**src/rtl/iob_fifo_sync_asym_ctrl.sv**
```systemverilog
// Control logic for a synchronous FIFO with an asymmetric external RAM:
// narrow write words, wide read words made of R consecutive writes.
module iob_fifo_sync_asym_ctrl #(
    parameter int W_DATA_W = 8,
    parameter int R_DATA_W = 32,
    parameter int ADDR_W   = 4,
    parameter int R        = R_DATA_W / W_DATA_W,
    parameter int W_ADDR_W = ADDR_W,
    parameter int R_ADDR_W = ADDR_W - $clog2(R)
) (
    input  logic                clk_i,
    input  logic                rstn_i,

    input  logic                w_en_i,
    input  logic [W_DATA_W-1:0] w_data_i,
    output logic                w_full_o,

    input  logic                r_en_i,
    output logic [R_DATA_W-1:0] r_data_o,
    output logic                r_valid_o,
    output logic                r_empty_o,

    output logic [ADDR_W:0]     level_o,

    output logic                ext_w_en_o,
    output logic [W_ADDR_W-1:0] ext_w_addr_o,
    output logic [W_DATA_W-1:0] ext_w_data_o,
    output logic                ext_r_en_o,
    output logic [R_ADDR_W-1:0] ext_r_addr_o,
    input  logic [R_DATA_W-1:0] ext_r_data_i
);

    localparam logic [ADDR_W:0] FULL_LEVEL = {1'b1, {ADDR_W{1'b0}}};
    localparam logic [ADDR_W:0] R_LEVEL    = (ADDR_W + 1)'(R);
    localparam logic [ADDR_W:0] ONE_LEVEL  = (ADDR_W + 1)'(1);

    logic [W_ADDR_W-1:0] w_ptr;
    logic [R_ADDR_W-1:0] r_ptr;
    logic [ADDR_W:0]     level;
    logic [ADDR_W:0]     level_nxt;
    logic                wr_acc;
    logic                rd_acc;

    // Flags come straight from the registered level, so a same-cycle read
    // at full never lets a write through in that cycle.
    assign w_full_o  = (level == FULL_LEVEL);
    assign r_empty_o = (level < R_LEVEL);
    assign level_o   = level;

    assign wr_acc = w_en_i & ~w_full_o & rstn_i;
    assign rd_acc = r_en_i & ~r_empty_o & rstn_i;

    assign ext_w_en_o   = wr_acc;
    assign ext_w_addr_o = w_ptr;
    assign ext_w_data_o = w_data_i;
    assign ext_r_en_o   = rd_acc;
    assign ext_r_addr_o = r_ptr;
    assign r_data_o     = ext_r_data_i;

    always_comb begin
        level_nxt = level;
        if (wr_acc && !rd_acc) begin
            level_nxt = level + ONE_LEVEL;
        end else if (rd_acc && !wr_acc) begin
            level_nxt = level - R_LEVEL;
        end else if (wr_acc && rd_acc) begin
            level_nxt = level + ONE_LEVEL - R_LEVEL;
        end
    end

    // Pointers wrap naturally at their width; the RAM maps read address
    // r_ptr onto write addresses r_ptr*R .. r_ptr*R+R-1.
    always_ff @(posedge clk_i) begin
        if (!rstn_i) begin
            w_ptr     <= '0;
            r_ptr     <= '0;
            level     <= '0;
            r_valid_o <= 1'b0;
        end else begin
            if (wr_acc) begin
                w_ptr <= w_ptr + W_ADDR_W'(1);
            end
            if (rd_acc) begin
                r_ptr <= r_ptr + R_ADDR_W'(1);
            end
            level     <= level_nxt;
            r_valid_o <= rd_acc;
        end
    end

endmodule

```
**config.mk**
```make
export PLATFORM = sky130hd
export DESIGN_NAME = iob_fifo_sync_asym_ctrl
export DESIGN_NICKNAME = d
export VERILOG_FILES = /design/src/rtl/iob_fifo_sync_asym_ctrl.sv
export SDC_FILE = /design/constraint.sdc
export NUM_CORES = 1
export LEC_CHECK = 0
export CELL_PAD_IN_SITES_DETAIL_PLACEMENT = 1
export CELL_PAD_IN_SITES_GLOBAL_PLACEMENT = 2
export CORE_MARGIN = 2
export CORE_UTILIZATION = 15
export DETAILED_ROUTE_END_ITERATION = 8
export PLACE_DENSITY = 0.91
export SYNTH_ARGS = -nofsm -noshare
export SYNTH_HDL_FRONTEND = slang
export SYNTH_SLANG_ARGS = --single-unit
```
**constraint.sdc**
```tcl
create_clock -name clk_i -period 2 [get_ports clk_i]
set_input_delay 0.2 -clock clk_i [delete_from_list [all_inputs] [get_ports clk_i]]
set_output_delay 0.2 -clock clk_i [all_outputs]
set_load 0.02 [all_outputs]
```
Word-level counts from Yosys, hierarchy flattened
Index checks and enable logic that the tools add are counted.
{ "word_totals": {"ram_bits": 0, "output_inout_bits": 56, "regBits": 12, "latchBits": 0, "n_memories": 0, "wordCells": 26, "romBits": 0} }
{ "classes": {"n_mul": 0, "div_mod_pow": 0, "n_bitwise": 6, "n_mux": 3, "reduce_logical": 6, "shifts": 0, "add_sub_neg": 5, "n_eq_ne": 1, "magnitude_cmp": 1} }
{ "ops": {"columns": ["cell", "n"], "rows": [
  ["two-way mux 5 bit", 3],
  ["subtractor 5 x 3 -> 5 bit, second input constant", 2],
  ["adder 5 x 1 -> 5 bit, second input constant", 1],
  ["equality test 5 bit, second input constant", 1],
  ["< comparator 5 x 3 -> 1 bit, second input constant", 1],
  ["adder 4 x 1 -> 4 bit, second input constant", 1],
  ["AND 1 bit", 4],
  ["logical AND 1 bit", 3],
  ["nonzero test 3 bit", 1],
  ["adder 2 x 1 -> 2 bit, second input constant", 1],
  ["logical NOT 1 bit", 2],
  ["inverter 1 bit", 2]
]} }

Logic depth before layout (Yosys ltp)
{ "depth": {"depth_word": 8, "mapped_depth": 8, "depth_no_buf": 6} }

Least setup slack after synthesis
OpenSTA, ideal clock, no wires.
{ "synth_timing": {"path_type": "register -> register", "start": "reg level[3] (netlist: level_o[3])", "end": "reg level[3] (netlist: level_o[3])", "setup_ns": 0.121, "path_slack_ns": 0.206, "synth_period_minus_slack_ns": 1.794, "required_ns": 1.879, "arrival_time_ns": 1.673, "path_stages_with_launch": 7, "path_cell_list": "dfxtp_1 -> inv_1 -> ha_1 -> nand3_1 -> and2_4 -> buf_6 -> mux2_2"} }
{ "synth_via": {"elab_chain_len": 8} }
{ "synth_rtl": {"columns": ["element", "line", "source"], "rows": [
  ["from (decl)", "39", "logic [ADDR_W:0] level;"],
  ["from (signal assigned)", "86", "level <= level_nxt;"],
  ["equality test 5 bit *", "46", "assign w_full_o = (level == FULL_LEVEL);"],
  ["inverter 1 bit *", "50", "assign wr_acc = w_en_i & ~w_full_o & rstn_i;"],
  ["AND 1 bit * (2 in a row)", "50", null],
  ["net ext_w_en_o", "25", "output logic ext_w_en_o,"],
  ["logical NOT 1 bit", "64", "end else if (rd_acc && !wr_acc) begin"],
  ["logical AND 1 bit", "64", null],
  ["two-way mux 5 bit", "64", null],
  ["two-way mux 5 bit", "62", "if (wr_acc && !rd_acc) begin"]
]} }
The timed path passes the listed nets; every way through them passes the cells marked *. The select of a mux whose other input is x is not followed.
A chain may end at the register's enable or synchronous reset.

Final worst setup path
{ "layout_timing": {"start": "reg level[2] (netlist: level_o[2])", "end": "out r_empty_o"} }
{ "layout_via": {"elab_chain_len": 1} }
{ "layout_rtl": {"columns": ["element", "line", "source"], "rows": [
  ["< comparator 5 x 3 -> 1 bit", "47", "assign r_empty_o = (level < R_LEVEL);"],
  ["to (decl)", "21", "output logic r_empty_o,"]
]} }
Every way passes these cells.

==> results.cfg <==
[outcome]
outcome = complete, no violations

[timing]
setup-tns-final_ns = 0
final_period_minus_worst_setup_slack_ns = 1.90
finalHoldViolations = 0
slew_viol_final = 0
grt_setup_unrepaired = no
fmax_mhz = 526
final-setup-viol-count = 0
max_slew.worst_pin.slew_ns = 0.280
fin_worst_skew_ns = 0.00277
slew-limit-headroom_pct = 81.2
post-route-period-util_pct = 95.1

[critical_path]
crit_fanout = 9
r2r-start = level_o[0]
critical_path_arrival_ns = 1.70
slowest_delay_ns = 0.61
timing.critical_path.slowest_stage_cell = sky130_fd_sc_hd__clkdlybuf4s50_1
critPathKind = reg2out
endpoint_kind = output pin
reg2regPathDepth = 6
crit-reg2reg-capture = level_o[3]
critical_path.top_delay_family = buffers and inverters
critPathLaunchType = register
cp_cell_instances = buf_4 > or2_1 > nor2_1 > clkdlybuf4s50_1
worstPathBufferInverterCount = 2
r2r_setup_slack_ns = 0.41
cp_data_required_time_ns = 1.80

[logic_synthesis]
post_syn_area_per_cell_um2 = 8.84
postSynthCellCount = 121
yosys_warnings = 0
synth_fp_nets = 172
postSynthRegisterBits = 12
netlist_top_cells_area = sky130_fd_sc_hd__buf_4, sky130_fd_sc_hd__dfxtp_1, sky130_fd_sc_hd__ha_1
synth.largest_area_cell = sky130_fd_sc_hd__buf_4
synth_seq_area_share_pct = 22.5
synthDistinctLibCells = 29
synth_top_area_share_pct = 28.1
synth_area_mm2 = 0.00107

[place]
globalplace.congestion = 0.773
post-dp-hpwl_um = 1770
placed_cell_area_mm2 = 0.00110
port-buffer-count = 19

[grt]
grt_max_degree = 12
via_count_of_the_first_global_routing_pass = 723
grt_util_all_layers_pct = 6.04
grt_antenna_before_repair = 0
grt_overflow_total = 0
grt_pass1_wl_um = 3620

[clocking]
clkSinkCount = 12
path_clk_slew_ns = 0.06
clock_path_buffers = 2
cts-buffers-inserted = 3
root_buffer_cell = sky130_fd_sc_hd__clkbuf_8
clock_latency_on_the_worst_skew_pair_ns = 0.24
ctsHtreeMaxLevel = 1
clock_tree_from_tritoncts = built

[detailed_routing]
drt-initial-drc-count = 10
m1WireLength_um = 922
avgViaCountPerCell = 3.39
met2RoutedLength_um = 1120
top_layer = met4
routed_wire_length_per_instance_um = 11.0
total_length_of_routed_wires_um = 2230
routed_length_on_met3_um = 171
antenna_violating_nets_post_route = 0
post_route_drc = 0
vias = 692
drtPass1Iterations = 4

[worst_hold_path]
worst_hold_path.num_cells = 0
hold_class = in2out
worstHoldEndpoint = r_data_o[17]
hp-start = ext_r_data_i[17]

[floorplanning]
die_area_mm2 = 0.00782
row_count = 30
initial_core_utilization_pct = 15.7
fp.dieH_um = 88.5
boundaryPins = 100
die_w_um = 88.5
core-area_mm2 = 0.00683

[cells_and_area]
nNetsFinal = 160
layout-area-overhead-vs-synth_pct = 8.19
diodes = 0
fin_area_mm2 = 0.00116
post_route_cells_drive_above_1_share_pct = 18.5

[flow_run]
maxCapViolCount = 0

[power_and_ir_drop]
vdd.ir_drop.worst_mv = 0.236
power.density_cell_area_mw_per_mm2 = 1060
leakage_uw = 0.000455
[where the power goes]
group          switching (µW)  internal [µW]  total, µW
logic                     328            305        633
clock network            93.7            174        268
registers                45.1            286        331
[cell families (layout without fill, tap and decap cells)]
| group | after synthesis | in the layout | share of synthesized area (%) |
|---|---|---|---|
| AOI/OAI and AO/OA | 11 | 11 | 9.94 |
| xor gates and xnor gates | 10 | 10 | 8.19 |
| adders and majority gates | 7 | 7 | 8.19 |
| buffers and inverters | 50 | 37 | 33.8 |
| DFF | 12 | 12 | 22.5 |
| muxes | 3 | 3 | 2.92 |
| and+or+nand+nor | 28 | 28 | 14.5 |
[cell usage in the layout, fill, tap and decap left out, drive strengths merged]
cell type / n
a211oi: 1
a21oi: 2
a311oi: 1
a31oi: 1
and2: 8
and3: 1
and3b: 1
buf: 9
clkbuf: 4
clkdlybuf4s50: 17
dfxtp: 12
dlygate4sd2: 2
ha: 7
inv: 5
mux2: 1
mux2i: 2
nand2: 9
nand3: 6
nand4bb: 1
nor2: 1
o21ai: 3
o311a: 2
o31ai: 1
or2: 1
xnor2: 8
xor2: 2
[Yosys cell counts (all sizes together)]
cell,count
a211oi,1
a21oi,2
a311oi,1
a31oi,1
and2,8
and3,1
and3b,1
buf,45
dfxtp,12
ha,7
inv,5
mux2,1
mux2i,2
nand2,9
nand3,6
nand4bb,1
nor2,1
o21ai,3
o311a,2
o31ai,1
or2,1
xnor2,8
xor2,2
[routing by layer]
layer / vias up / GRT usage, %
met5: - / 0
met4: 0 / 3.17
met3: 8 / 1.96
met2: 25 / 10.6
met1: 336 / 6.44
li1: 323 / -
[registers in the layout, summed over array words and instances, names as in the netlist]
name	flops
ext_w_addr_o	4
r_valid_o	1
ext_r_addr_o	2
level_o	5
[metrics by stage]
step	cells	setup WS, ns	util (%)	hold slack (ns)	power [µW]
detailed placement	200	0.160	16.2	0.400	984
floorplan	121	0.206	-	0.395	854
CTS	204	0.0798	16.9	0.400	1250
finish	204	0.0984	16.9	0.400	1230
global route	204	0.0449	16.9	0.400	1330
global placement	200	0.184	16.2	0.400	970
[layout make-up]
type                       count  area [µm²]
sequential                    12         240
tap                           96         120
timing repair buffer          28         255
inverter                       5        18.8
multi-input combinational     59         468
clock buffer                   4        55.1
fill                         817        5670
[worst max-delay path by stage]
stage,start,end,depth (start not counted)
floorplan,level_o[3],level_o[3],6
global placement,rstn_i,ext_w_en_o,4
detailed placement,rstn_i,ext_w_en_o,4
CTS,level_o[2],r_empty_o,4
global route,level_o[2],r_empty_o,4
finish,level_o[2],r_empty_o,4
[timing repair]
action / in CTS / in global routing
hold buffers: 0 / 0
setup buffers: 0 / 0
gates resized for setup: 2 / 0
setup endpoints to repair: 2 / 0
Note: power is estimated with default switching activity, not from simulation.
